$ cat src/rtl/icache_refill_controller_pkg.sv
// Shared types and helpers for the I-cache refill controller.
// Holds default cache geometry, the refill state encoding and address-split helpers.
// No logic of its own; imported by the controller and its line buffer.
package icache_refill_controller_pkg;

    localparam int ICACHE_LINE_WORDS = 4;
    localparam int ICACHE_SETS       = 64;

    typedef enum logic [2:0] {
        RS_IDLE  = 3'd0,
        RS_REQ   = 3'd1,
        RS_FILL  = 3'd2,
        RS_WRITE = 3'd3,
        RS_INV   = 3'd4
    } refill_state_t;

    // Number of byte-offset bits inside one cache line.
    function automatic int line_offset_bits(input int line_words, input int word_width);
        return $clog2(line_words * word_width / 8);
    endfunction

    // Bytes per cache line.
    function automatic int line_bytes(input int line_words, input int word_width);
        return line_words * word_width / 8;
    endfunction

endpackage

$ cat src/rtl/icache_refill_controller_line_buffer.sv
// icache_line_buffer: assembles LINE_WORDS response beats into one cache line.
// Latency: beat stored on the clock it is valid; last_beat is combinational on the final beat.
// Backpressure: none; every valid beat is accepted. Ports: clk, rst (async low), start
// (re-arm counter), beat_vld/beat_dat in, line_dat/last_beat out.
module icache_line_buffer
    import icache_refill_controller_pkg::*;
#(
    parameter  int LINE_WORDS = ICACHE_LINE_WORDS,
    parameter  int WORD_WIDTH = 32,
    localparam int CNT_W      = $clog2(LINE_WORDS)
) (
    input  logic                           clk,
    input  logic                           rst,
    input  logic                           start,
    input  logic                           beat_vld,
    input  logic [WORD_WIDTH-1:0]          beat_dat,
    output logic [LINE_WORDS*WORD_WIDTH-1:0] line_dat,
    output logic                           last_beat
);

    logic [CNT_W-1:0]                cnt_q;
    logic [LINE_WORDS*WORD_WIDTH-1:0] line_q;

    // Counter wraps to 0 after the last beat because LINE_WORDS is a power of two.
    always_ff @(posedge clk or negedge rst) begin
        if (!rst) begin
            cnt_q <= '0;
        end else if (start) begin
            cnt_q <= '0;
        end else if (beat_vld) begin
            cnt_q <= cnt_q + 1'b1;
        end
    end

    // Line storage has no reset: its contents only matter once all beats have landed.
    always_ff @(posedge clk) begin
        for (int k = 0; k < LINE_WORDS; k++) begin
            if (beat_vld && (cnt_q == CNT_W'(k))) begin
                line_q[k*WORD_WIDTH +: WORD_WIDTH] <= beat_dat;
            end
        end
    end

    assign line_dat  = line_q;
    assign last_beat = beat_vld && (cnt_q == CNT_W'(LINE_WORDS - 1));

endmodule

$ cat src/rtl/icache_refill_controller.sv
// icache_refill_controller: on a fetch miss, reads one line from memory and writes it into
// the I-cache; also sweeps every set invalid on request. Latency: miss->REQ 1 cycle, WRITE 1
// cycle after last beat, sweep SETS cycles. Backpressure: request held until memReqReady;
// response beats may have gaps. Ports: miss/flush/invalidate in, mem req/resp, fill/inv write port, stall/busy.
module icache_refill_controller
    import icache_refill_controller_pkg::*;
#(
    parameter  int ADDR_WIDTH  = 32,
    parameter  int WORD_WIDTH  = 32,
    parameter  int LINE_WORDS  = ICACHE_LINE_WORDS,
    parameter  int SETS        = ICACHE_SETS,
    localparam int OFFSET_BITS = line_offset_bits(LINE_WORDS, WORD_WIDTH),
    localparam int INDEX_BITS  = $clog2(SETS),
    localparam int TAG_BITS    = ADDR_WIDTH - INDEX_BITS - OFFSET_BITS,
    localparam int LINE_BITS   = LINE_WORDS * WORD_WIDTH
) (
    input  logic                  clk,
    input  logic                  rst,
    input  logic                  missValid,
    input  logic [ADDR_WIDTH-1:0] missAddr,
    input  logic                  flush,
    input  logic                  invalidateReq,
    output logic                  memReqValid,
    input  logic                  memReqReady,
    output logic [ADDR_WIDTH-1:0] memReqAddr,
    input  logic                  memRespValid,
    input  logic [WORD_WIDTH-1:0] memRespData,
    output logic                  fillWE,
    output logic [INDEX_BITS-1:0] fillIndex,
    output logic [TAG_BITS-1:0]   fillTag,
    output logic [LINE_BITS-1:0]  fillData,
    output logic                  invWE,
    output logic                  fetchStall,
    output logic                  busy,
    output logic                  invalidateDone
);

    localparam logic [ADDR_WIDTH-1:0] OFFSET_MASK =
        ADDR_WIDTH'(line_bytes(LINE_WORDS, WORD_WIDTH) - 1);

    refill_state_t         state_q, state_d;
    logic [ADDR_WIDTH-1:0] addr_q;
    logic [INDEX_BITS-1:0] inv_idx_q;
    logic                  inv_pending_q;
    logic                  dropped_q;

    logic                  in_refill;
    logic                  inv_last;
    logic                  beat_vld;
    logic                  last_beat;
    logic                  buf_start;
    logic [LINE_BITS-1:0]  line_dat;

    assign in_refill = (state_q == RS_REQ) || (state_q == RS_FILL) || (state_q == RS_WRITE);
    assign inv_last  = (state_q == RS_INV) && (inv_idx_q == INDEX_BITS'(SETS - 1));
    // Beats outside FILL (stray after reset, or early in REQ) are dropped here.
    assign beat_vld  = (state_q == RS_FILL) && memRespValid;
    assign buf_start = (state_q == RS_REQ) && memReqReady;

    icache_line_buffer #(
        .LINE_WORDS (LINE_WORDS),
        .WORD_WIDTH (WORD_WIDTH)
    ) u_line_buffer (
        .clk       (clk),
        .rst       (rst),
        .start     (buf_start),
        .beat_vld  (beat_vld),
        .beat_dat  (memRespData),
        .line_dat  (line_dat),
        .last_beat (last_beat)
    );

    always_ff @(posedge clk or negedge rst) begin
        if (!rst) begin
            state_q <= RS_IDLE;
        end else begin
            state_q <= state_d;
        end
    end

    always_comb begin
        state_d = state_q;
        unique case (state_q)
            RS_IDLE: begin
                // Invalidate wins over a same-cycle miss; fetch will re-present it.
                if (invalidateReq || inv_pending_q) begin
                    state_d = RS_INV;
                end else if (missValid) begin
                    state_d = RS_REQ;
                end
            end
            RS_REQ:   if (memReqReady) state_d = RS_FILL;
            RS_FILL:  if (last_beat)   state_d = RS_WRITE;
            RS_WRITE: state_d = (inv_pending_q || invalidateReq) ? RS_INV : RS_IDLE;
            RS_INV:   if (inv_last)    state_d = RS_IDLE;
            default:  state_d = RS_IDLE;
        endcase
    end

    always_ff @(posedge clk or negedge rst) begin
        if (!rst) begin
            addr_q        <= '0;
            inv_idx_q     <= '0;
            inv_pending_q <= 1'b0;
            dropped_q     <= 1'b0;
        end else begin
            if ((state_q == RS_IDLE) && missValid && !invalidateReq && !inv_pending_q) begin
                addr_q <= missAddr;
            end

            // Held at 0 outside INV so every sweep starts from set 0.
            inv_idx_q <= (state_q == RS_INV) ? inv_idx_q + 1'b1 : '0;

            // Requests during INV are absorbed by the sweep already running.
            if (inv_last) begin
                inv_pending_q <= 1'b0;
            end else if (in_refill && invalidateReq) begin
                inv_pending_q <= 1'b1;
            end

            // A redirected fetch no longer waits on this line, but the line still lands.
            if (state_q == RS_WRITE) begin
                dropped_q <= 1'b0;
            end else if (in_refill && flush) begin
                dropped_q <= 1'b1;
            end
        end
    end

    assign memReqValid    = (state_q == RS_REQ);
    assign memReqAddr     = (state_q == RS_REQ) ? (addr_q & ~OFFSET_MASK) : '0;
    assign fillWE         = (state_q == RS_WRITE);
    assign invWE          = (state_q == RS_INV);
    assign fillIndex      = (state_q == RS_WRITE) ? addr_q[OFFSET_BITS +: INDEX_BITS] :
                            (state_q == RS_INV)   ? inv_idx_q : '0;
    assign fillTag        = (state_q == RS_WRITE) ? addr_q[ADDR_WIDTH-1 -: TAG_BITS] : '0;
    assign fillData       = (state_q == RS_WRITE) ? line_dat : '0;
    assign invalidateDone = inv_last;
    assign fetchStall     = (in_refill && (!dropped_q || missValid)) || (state_q == RS_INV);
    assign busy           = (state_q != RS_IDLE);

endmodule
$ cat config.mk
export PLATFORM = sky130hd
export DESIGN_NAME = icache_refill_controller
export DESIGN_NICKNAME = d
export VERILOG_FILES = /design/src/rtl/icache_refill_controller_pkg.sv /design/src/rtl/icache_refill_controller_line_buffer.sv /design/src/rtl/icache_refill_controller.sv
export SDC_FILE = /design/constraint.sdc
export NUM_CORES = 1
export LEC_CHECK = 0
export ABC_AREA = 0
export CAP_MARGIN = 20
export CORE_MARGIN = 5
export CORE_UTILIZATION = 48
export CTS_CLUSTER_DIAMETER = 150
export DETAILED_ROUTE_END_ITERATION = 16
export PLACE_DENSITY_LB_ADDON = 0.1
export SLEW_MARGIN = 30
export SYNTH_ARGS = -nofsm -noshare
export SYNTH_HDL_FRONTEND = slang
export SYNTH_SLANG_ARGS = --single-unit
$ cat constraint.sdc
create_clock -name clk -period 5.5 [get_ports clk]
set_clock_uncertainty 0.05 [all_clocks]
set_input_delay 1.65 -clock clk [delete_from_list [all_inputs] [get_ports clk]]
set_output_delay 1.65 -clock clk [all_outputs]
set_load 0.1 [all_outputs]
# After elaboration in Yosys (flattened, before gate mapping)
# Cells that the tools add are included.
# totals
ff_bits,173
in_bits,71
output_inout_bits,194
wordCells,71
# classes
n_addsub,2
eq_ne,12
n_mux,19
reduce_logical,28
# ops
cell,count
two-way mux 128 bit,1
two-way mux 32 bit,1
two-way mux 22 bit,1
two-way mux 3 bit,6
two-way mux 6 bit,3
one-hot mux 3 bit (5 select lines),1
logical AND 1 bit,13
"adder 6 x 1 -> 6 bit, second input constant",1
"== test 3 x 2 -> 1 bit, second input constant",2
"== test 6 bit, second input constant",1
nonzero test 2 bit,3
logical OR 1 bit,5
"== test 2 bit, second input constant",2
two-way mux 1 bit,4
two-way mux 2 bit,2
"inequality test 2 x 1 -> 1 bit, second input constant",2
AND reduction 4 bit,1
"== test 3 x 1 -> 1 bit, second input constant",1
"== test 3 bit, second input constant",1
zero test 1 bit,3
zero test 3 bit,1
"inequality test 3 bit, second input constant",1
nonzero test 3 bit,1
"adder 2 x 1 -> 2 bit, second input constant",1
other kinds (3),3

# Longest topological paths before layout
# depth
ltp_word,6
depth_mapped,7
ltp_nobuf,5

# Modules after synthesis
# From an unflattened synthesis, not the netlist that was laid out.
# unflattened
cells_unflattened,474
area_unflattened_um2,7016.7
# by_module_without_submodules
module,n_inst,cells_each,area_per_inst_um2,seq_area_each_um2
icache_line_buffer,1,144,4007.6,3893.7
icache_refill_controller,1,330,3009.1,975.9

# Worst setup path after synthesis
# OpenSTA, ideal clock, no wires.
# synth_timing
path_kind,register to output
startpoint,register state_q[1]
endpoint,output invalidateDone
arrival_time_ns,2.888
required_time_ns,3.800
slack_ns,0.912
path_stages_with_launch,5
path_buffers,1
path_cell_list,dfrtp_1 buf_4 nor2_1 nand2_1 nor3_1
# synth_via
elab_chain_len,2
# synth_lines
element,line,rtl
"start, declared",icache_refill_controller.sv:41,"refill_state_t state_q, state_d;"
"start signal, assigned",icache_refill_controller.sv:77,state_q <= state_d;
== test 3 bit,icache_refill_controller.sv:55,assign inv_last = (state_q == RS_INV) && (inv_idx_q == INDEX_BITS'(SETS - 1));
logical AND 1 bit,icache_refill_controller.sv:55,
"end, declared",icache_refill_controller.sv:35,output logic invalidateDone
# Every way passes these cells.

# Final worst setup path
# layout_timing
startpoint,register state_q[0]
endpoint,output memReqAddr[27]
# layout_via
elab_chain_len,2
# layout_lines
element,line,rtl
== test 3 x 1 -> 1 bit,icache_refill_controller.sv:131,assign memReqAddr = (state_q == RS_REQ) ? (addr_q & ~OFFSET_MASK) : '0;
two-way mux 32 bit,icache_refill_controller.sv:131,
"end, declared",icache_refill_controller.sv:25,"output logic [ADDR_WIDTH-1:0] memReqAddr,"
# Every way passes these cells.

==> metrics.txt <==
Num CTS Buffers 17; Synth Area in Compound Gates 0.0162; Die Ht 132 µm; synth warn 0; xor and xnor area share after synthesis 0.00494; sequential fraction of the synthesis area 0.686; # rows 44; reg2reg end u_line_buffer.line_dat[113]; TritonCTS clock tree done; detailed-route wire length per cell 16.9 µm; Clk Latency, worst-skew pair 410 ps; Worst Tran Pin Value 1000 ps; crit path DAT 2860 ps; Max VDD drop 0.164 mV; Tmin final 4560 ps; Mapped Area 0.00710 mm²; largest family of logic cells by synthesized area simple AND/OR/NAND/NOR gates; Crit. End Element output pin; vias 4,333; Area contributors post-synth edfxtp_1 54%, and2_1 16%, dfrtp_1 14%; initial antenna violation count 0; drt initial violations 197; Cells after Synth 473; vias per cell 4.71; H-tree levels 4; RSZ-0062 raised after global routing no; Final setup viols 0; NumNets Final 799; status completed; TritonRoute pass-1 iters 4; NetSw 0.479 mW; register bit total from synthesis 169; die width 132 µm; syn_area_per_cell 15.0 µm²; core outline area 0.0145 mm²; number of routed nets with antenna violations 0; number of global-route vias before repair 4,540; area grow syn2layout 38.9%; f_max 0.219 GHz; DP HPWL 10,900 µm; Root Driver clkbuf_16; Fin Setup TNS 0 ps; worst r2r path cells 2; IO Pins 265; ys async rst share 0.243; number of synthesized flops with an enable pin 128; CP required 3800 ps; largest net degree at the start of global routing 95; Leak 4.19 nW; Hold Path Depth 2; final hold viol count 0; final global-route overflow total 0; Post-CTS Setup Inserts 0; first-pass GRT wire length 24,600 µm; max_slew headroom 0.328; Max Transition Viols Final 0; Adder-Cell Fraction of Synth Area 0.00882; fin crit share 0.830; Cell Int Power 2.07 mW; post-synthesis cell type count 35; DIE AREA 0.0173 mm²; GP Congestion 0.731; RR Startpoint state_q[0]; most common cell in the netlist and2_1; sequential share of power 0.540; Startpoint Class flop; crit-path max FO 29; clock transition at the registers of the reported paths 60 ps; Worst Hold Class flop to flop; r2r setup slk 3340 ps; Cell Pwr Density 258 mW/mm²; hold path endpoint dropped_q; number of gates resized after CTS 0; WS Path Type flop to output pin; combinational power share 0.030; # clock sinks 169; Cells after DPL 888; share of cells above drive strength 1 0.313; CTS max path bufs 2; switching share of power 0.188; Simple-Gate Fraction of Synth Area 0.186; residual DRC count 0; WL final 15,500 µm; Clk pwr share 0.431; Hold Path Origin dropped_q; ys flop type edfxtp_1; area leader, netlist edfxtp_1; final non-filler cell total 920; starting density of the core 0.488; diode count 0; input/output buffers 256; Max Cap Violations 0; cts hold-fix bufs 0; Synth top area share 0.542; Post-synth top cells 183 x and2_1, 128 x edfxtp_1, 41 x dfrtp_1; GRT Resource Usage Total 0.179; Fin Hold WS 450 ps; multiplexer share of the synthesized area 0.0580
-- power by group through the flow --
stage	logic [mW]	clock network [mW]	registers [mW]
after global routing	0.0814	1.17	1.37
final	0.0755	1.10	1.37
after detailed placement	0.0758	0	1.40
after floorplan	0.0155	0	1.40
after global placement	0.0731	0	1.40
after CTS	0.0761	1.12	1.37
-- cell usage in the layout, fill, tap and decap left out, types with 5 or more instances in the layout --
| cell | instances |
|---|---|
| a22o_1 | 6 |
| mux2_2 | 9 |
| clkbuf_16 | 19 |
| mux2_4 | 20 |
| dfrtp_1 | 41 |
| nand2_1 | 6 |
| edfxtp_1 | 128 |
| buf_4 | 160 |
| nor2_1 | 9 |
| and2_1 | 179 |
| clkinv_2 | 5 |
| clkdlybuf4s50_1 | 97 |
| ha_1 | 5 |
-- cells by family (layout without fill, tap and decap cells) --
| group | count (synthesis) | after routing |
|---|---|---|
| other | 1 | 4 |
| and+or+nand+nor | 213 | 213 |
| DFF | 169 | 169 |
| AOI/OAI and AO/OA | 16 | 16 |
| xor gates and xnor gates | 4 | 4 |
| adders and majority gates | 5 | 5 |
| buffers and inverters | 35 | 295 |
| muxes | 30 | 30 |
-- area by class of cell --
type                       count  area, µm²
sequential                   169       4870
inverter                       5       18.8
tap                          184        230
timing repair buffer         258       2200
clock buffer                  25        518
multi-input combinational    272       1980
fill                        1099       4680
clock inverter                 7       40.0
-- worst max path at each step --
stage / from / to / slack (ps) / cells after the start
after floorplan: state_q[1] / invalidateDone / 910 / 4
after global placement: missValid / fetchStall / 1040 / 5
after detailed placement: missValid / fetchStall / 1020 / 5
after CTS: state_q[0] / memReqAddr[27] / 880 / 4
after global routing: state_q[0] / memReqAddr[6] / 800 / 4
final: state_q[0] / memReqAddr[27] / 940 / 4
-- worst max-delay path, cell delays in order, from the launching register on --
cell             delay, ps
dfrtp_1                530
nor3b_2                290
buf_4                  290
and2_1                 170
clkdlybuf4s50_1       1160
-- layer usage --
layer	global-route usage	wire, µm
met5	0	0
met2	0.308	7890
met4	0.0623	280
met1	0.206	6060
met3	0.0680	1320
-- per-stage QoR --
step / worst slack, ps / instance area (µm²) / power (mW) / util
2_1_floorplan: 912 / 7110 / 1.42 / -
3_3_place_gp: 1040 / 9270 / 1.47 / 0.637
3_5_place_dp: 1020 / 9290 / 1.48 / 0.639
4_1_cts: 883 / 9850 / 2.57 / 0.678
5_1_grt: 798 / 9850 / 2.63 / 0.678
6_report: 936 / 9850 / 2.55 / 0.678
-- registers in the layout (all words and copies together), names as in the netlist --
register and count:
addr_q 28, dropped_q 1, inv_idx_q 6, inv_pending_q 1, state_q 3, u_line_buffer.cnt_q 2, u_line_buffer.line_dat 128
No activity file was read; power rests on OpenSTA's default activity.
